$ cat src/rtl/jk_counter.sv
// Reversible, loadable counter built from WIDTH JK stages with registered true/complement outputs.
// Define JK_COUNTER_SAT_EN to saturate at the range ends instead of wrapping.
module jk_counter #(
  parameter int unsigned      WIDTH   = 4,
  parameter logic [WIDTH-1:0] RST_VAL = '0
) (
  input  logic             clk,
  input  logic             rst,
  input  logic             en,
  input  logic [1:0]       mode,
  input  logic [WIDTH-1:0] load_val,
  output logic [WIDTH-1:0] Q,
  output logic [WIDTH-1:0] Q_bar,
  output logic             wrap
);

  typedef enum logic [1:0] {ModeHold, ModeUp, ModeDown, ModeLoad} mode_e;

  logic [WIDTH-1:0] q_q, q_bar_q, q_d;
  logic [WIDTH-1:0] j, k;
  logic [WIDTH-1:0] up_t, dn_t;
  logic [WIDTH-1:0] lo_mask;
  logic             wrap_q, wrap_d;

  // Stage i toggles when every lower stage is 1 (up) or every lower complement is 1 (down).
  always_comb begin
    lo_mask = '0;
    up_t    = '0;
    dn_t    = '0;
    for (int i = 0; i < WIDTH; i++) begin
      lo_mask = (WIDTH'(1) << i) - WIDTH'(1);
      up_t[i] = ((q_q & lo_mask) == lo_mask);
      dn_t[i] = ((q_bar_q & lo_mask) == lo_mask);
    end
  end

  always_comb begin
    j      = '0;
    k      = '0;
    wrap_d = 1'b0;
    if (en) begin
      unique case (mode_e'(mode))
        ModeHold: begin
          j = '0;
          k = '0;
        end
        ModeUp: begin
          j      = up_t;
          k      = up_t;
          wrap_d = &q_q;
`ifdef JK_COUNTER_SAT_EN
          if (&q_q) begin
            j = '0;
            k = '0;
          end
`endif
        end
        ModeDown: begin
          j      = dn_t;
          k      = dn_t;
          wrap_d = &q_bar_q;
`ifdef JK_COUNTER_SAT_EN
          if (&q_bar_q) begin
            j = '0;
            k = '0;
          end
`endif
        end
        ModeLoad: begin
          j = load_val;
          k = ~load_val;
        end
        default: begin
          j = '0;
          k = '0;
        end
      endcase
    end
  end

  // Standard JK characteristic per stage.
  always_comb begin
    q_d = q_q;
    for (int i = 0; i < WIDTH; i++) begin
      unique case ({j[i], k[i]})
        2'b00:   q_d[i] = q_q[i];
        2'b01:   q_d[i] = 1'b0;
        2'b10:   q_d[i] = 1'b1;
        2'b11:   q_d[i] = ~q_q[i];
        default: q_d[i] = q_q[i];
      endcase
    end
  end

  always_ff @(posedge clk) begin
    if (rst) begin
      q_q     <= RST_VAL;
      q_bar_q <= ~RST_VAL;
      wrap_q  <= 1'b0;
    end else begin
      q_q     <= q_d;
      q_bar_q <= ~q_d;
      wrap_q  <= wrap_d;
    end
  end

  assign Q     = q_q;
  assign Q_bar = q_bar_q;
  assign wrap  = wrap_q;

endmodule

$ cat config.mk
export PLATFORM = sky130hd
export DESIGN_NAME = jk_counter
export DESIGN_NICKNAME = d
export VERILOG_FILES = /design/src/rtl/jk_counter.sv
export SDC_FILE = /design/constraint.sdc
export NUM_CORES = 1
export LEC_CHECK = 0
export BUFFER_PORTS_ARGS = -buffer_cell sky130_fd_sc_hd__buf_2
export CORE_AREA = 2 2 39 41
export DETAILED_ROUTE_END_ITERATION = 10
export DIE_AREA = 0 0 41 43
export GPL_ROUTABILITY_DRIVEN = 0
export MAX_ROUTING_LAYER = met4
export PLACE_DENSITY = 0.66
export SYNTH_ARGS = -nofsm -noshare
export SYNTH_HDL_FRONTEND = slang
export SYNTH_SLANG_ARGS = --single-unit
$ cat constraint.sdc
create_clock -name clk -period 1.7 [get_ports clk]
set_input_delay 0.255 -clock clk [delete_from_list [all_inputs] [get_ports clk]]
set_output_delay 0.255 -clock clk [all_outputs]
set_load 0.1 [all_outputs]
# [Yosys cells after proc, flatten, opt, wreduce, memory -nomap -nowiden]
# Cells that the tools add are included.
[op_classes] n_eq_ne=19 n_reduce_logical=8 muxes=9 n_bitwise=7
[op_table] operator="4-bit case mux with 4 select lines" n=2
[op_table] operator="2-bit == test (second input constant)" n=12
[op_table] operator="1-bit case mux with 4 select lines" n=4
[op_table] operator="2-bit by 1-bit == test with 1-bit output (second input constant)" n=5
[op_table] operator="2-bit zero test" n=5
[op_table] operator="4-bit 2-to-1 mux" n=2
[op_table] operator="4-bit inverter" n=2
[op_table] operator="4-bit AND reduction" n=2
[op_table] operator="3-bit == test (second input constant)" n=2
[op_table] operator="1-bit inverter" n=5
[op_table] operator="1-bit case mux with 2 select lines" n=1
[op_table] operator="2-bit OR reduction" n=1
[word_totals] reg_bits=9 inputBits=9 elab_cells=46

# [Logic depth before layout (Yosys ltp)]
[logic_depth] depth_word=6 depth_mapped=5 mapped_depth_nobuf=5

# [Least setup slack after synthesis]
# OpenSTA, ideal clock, no wires.
[synth_timing] path_type="flip-flop to flip-flop" start="reg q_bar_q[0] (netlist: Q_bar[0])" end="reg q_bar_q[3] (netlist: Q_bar[3])" path_buffers=0 setup_ps=116 path_slack_ps=-225 stages_incl_launch_ff=4 arrival_time_ps=1809 cell_sequence="dfxtp_1 -> nand4_1 -> a2111o_1 -> o211a_1"
[synth_via] elab_chain_cells=6 elab_cells_between_ends=11 classes_between="eq/ne (4); mux (5); bitwise (1); reduce/logical (1)"
[synth_rtl] element="start: declaration" line="19" text="logic [WIDTH-1:0] q_q, q_bar_q, q_d;"
[synth_rtl] element="start signal: assignment" line="98" text="q_bar_q <= ~RST_VAL;"
[synth_rtl] element="start signal: assignment" line="102" text="q_bar_q <= ~q_d;"
[synth_rtl] element="3-bit == test (*)" line="33" text="dn_t[i] = ((q_bar_q & lo_mask) == lo_mask);"
[synth_rtl] element="4-bit case mux with 4 select lines" line="42" text="unique case (mode_e'(mode))"
[synth_rtl] element="4-bit 2-to-1 mux" line="41" text="if (en) begin"
[synth_rtl] element="2-bit == test (tied with other cells)" line="85" text="unique case ({j[i], k[i]})"
[synth_rtl] element="1-bit case mux with 4 select lines (*)" line="85"
[synth_rtl] element="4-bit inverter (*)" line="102"
# Every way passes the cells marked *; elsewhere a longest branch is shown, timed or not.
# A chain may end at the register's enable or synchronous reset.

# [Worst setup path after layout]
[layout_timing] start="reg q_q[0] (netlist: Q[0])" end="out Q[0]"
[layout_rtl] element="start: declaration" line="19"
[layout_rtl] element="start signal: assignment" line="101" text="q_q <= q_d;"
[layout_rtl] element="end: declaration" line="12" text="output logic [WIDTH-1:0] Q,"
# No word-level cell between the ends.

==> reports/qor.csv <==
metric,value,unit
p_sw,305,µW
postCtsHoldBufs,0,
skew,0.00468,ns
grt_max_degree,10,
die_w,41,µm
drt_drc_violations_left,0,
cts_buffers,3,
crit_path_start_kind,flop,
drt_wl_total,1.21,mm
final_nets,90,
max_cap_violations,0,
design_area,672,µm²
grt_setup_unrepaired,no,
cts_resized,0,
maxSlewHeadroom,0.679,
final_util,0.486,
tightest_slew,0.485,ns
ir_drop,0.580,mV
seq_area_frac_synth,0.336,
max_stage_delay,0.45,ns
post_cts_buffers,0,
postRouteAntennaNets,0,
layout-drive-gt1-share,0.360,
cts.sinks,9,
yosysTopAreaCell,dfxtp_1,
fin_crit,1.39,ns
internal-power,379,µW
ys_types,28,
finalCritPeriodShare,0.817,
crit_slowest_cell,buf_2,
fmax,0.720,GHz
synthToLayoutAreaGrowth,25.2,%
route.vias.total,523,
rows,14,
p_clk_frac,0.255,
final_cell_count_no_fill,91,
fin_tns_setup,0,ns
syn_avg_cell_area,9.76,µm²
dp.cells,87,
status,"complete, no violations",
antenna_found_initial,0,
min_path_type,primary input to flop,
synth_top_area_frac,0.336,
wl_per_cell,13.3,µm
grt_pass1_vias,523,
power.density,1020,nW/µm²
hold_ws,0.271,ns
worstPathMaxFanout,7,
vias_per_cell,5.75,
drt-initial-drc-count,3,
synth-seq-cells,9,
worst-path-buf-inv,1,
cp_top_family,buffers and inverters,
diodes,0,
endpoint_kind,output port,
swShare,0.446,
hpwl,911,µm
cts.clk_slew.worst_paths,0.07,ns
root_buffer,clkbuf_4,
clk_latency,0.26,ns
ys_warn_count,0,
ios,18,
start_util,0.388,
overflow,0,
timing_hold_violations_final,0,
cts-htree-levels,1,
fp.dieH,43,µm
cts_tree,built,
cp.required,1.44,ns
dpl_cell_area,646,µm²
n_fill_cell,135,
combPwrFrac,0.369,
drtPass1Iterations,2,
grt.total_usage,0.180,
cts_max_path_buffers,2,
synth.net_count,69,
port_buffers,17,
path_cells,buf_2,
p_leak,0.320,nW
syn_area,537,µm²
core,1380,µm²
setup_viol,0,
syn_inst,55,
path_class,flop to output port,
grt_pass1_wl,2.17,mm
synth_edf_count,0,
seqPwrFrac,0.376,
async_reset_ff_frac,0,
synth_area_leaders,"dfxtp_1, ha_1, inv_1",
finalMaxSlewViolations,0,
dieArea,1760,µm²
synth_flop_cell,dfxtp_1,
cp.arrival,1.13,ns
[routing by layer]
layer,vias up,global-route usage,routed length [µm]
li1,261,-,-
met1,250,0.235,575
met2,10,0.263,568
met3,2,0.0471,52
met4,0,0.0600,14
met5,-,-,0
[sequential cells by signal, indices dropped and copies added, names as in the netlist]
name,count
Q_bar,4
wrap,1
Q,4
[cells by family after synthesis]
kind of cell / share of synthesized area
AO/OA/AOI/OAI: 0.277
adder cells (fa/ha/maj): 0.117
buffers and inverters: 0.0489
flip-flops: 0.336
multiplexers: 0.0186
AND/OR/NAND/NOR: 0.203
[final cells by class]
type | count | area, µm² | share of cell area
multi-input cells | 39 | 330 | 0.492
flip-flops and latches | 9 | 188 | 0.279
repair buffers | 17 | 85.1 | 0.127
clock buffers | 4 | 26.3 | 0.0391
inverters | 6 | 22.5 | 0.0335
well taps | 16 | 20.0 | 0.0298
[placed cells by master (no fill, tap or decap), types with 2 or more instances in the layout]
| cell type | n |
|---|---|
| nor2b_1 | 2 |
| nand4_1 | 2 |
| ha_1 | 5 |
| dfxtp_2 | 6 |
| o211a_1 | 2 |
| clkbuf_4 | 3 |
| dfxtp_1 | 3 |
| o211ai_1 | 2 |
| and4b_1 | 2 |
| buf_2 | 17 |
| inv_1 | 6 |
| a31o_1 | 2 |
| nand3_1 | 3 |
| a22oi_1 | 2 |
| a31oi_1 | 2 |
[worst register-to-register path, stage by stage, from the launching register on]
cell      delay (ns)
dfxtp_2         0.35
nand4_1         0.15
a2111o_1        0.47
o211a_1         0.14
[worst paths after layout]
path | start | end | slack [ns] | depth (start not counted)
setup / recovery | Q[0]$_SDFF_PP0_ | Q[0] | 0.31 | 1
hold / removal | rst | Q[1]$_SDFF_PP0_ | 0.27 | 2
setup reg to reg | Q_bar[0]$_SDFF_PP1_ | Q_bar[3]$_SDFF_PP1_ | 0.48 | 3
hold reg to reg | Q[0]$_SDFF_PP0_ | Q_bar[0]$_SDFF_PP1_ | 0.57 | 1
[metrics by stage]
step	total power, mW	setup slack, ns
finish	0.684	0.310
global route	0.710	0.288
CTS	0.686	0.320
detailed placement	0.514	0.0952
global placement	0.513	0.129
floorplan	0.468	0.0816
[cell usage after synthesis, types with 2 or more instances]
| master | count |
|---|---|
| a22oi_1 | 2 |
| o211a_1 | 2 |
| nor2b_1 | 2 |
| a31oi_1 | 2 |
| ha_1 | 5 |
| nand3_1 | 3 |
| dfxtp_1 | 9 |
| o211ai_1 | 2 |
| and4b_1 | 2 |
| inv_1 | 6 |
| a31o_1 | 2 |
| nand4_1 | 2 |
[power by group through the flow]
stage	Combinational (mW)	Clock, mW	Sequential (mW)
floorplan	0.0606	0	0.407
global placement	0.253	0	0.260
finish	0.253	0.174	0.257
global route	0.268	0.182	0.260
CTS	0.254	0.175	0.257
detailed placement	0.253	0	0.261
No activity file was read; power rests on OpenSTA's default activity.
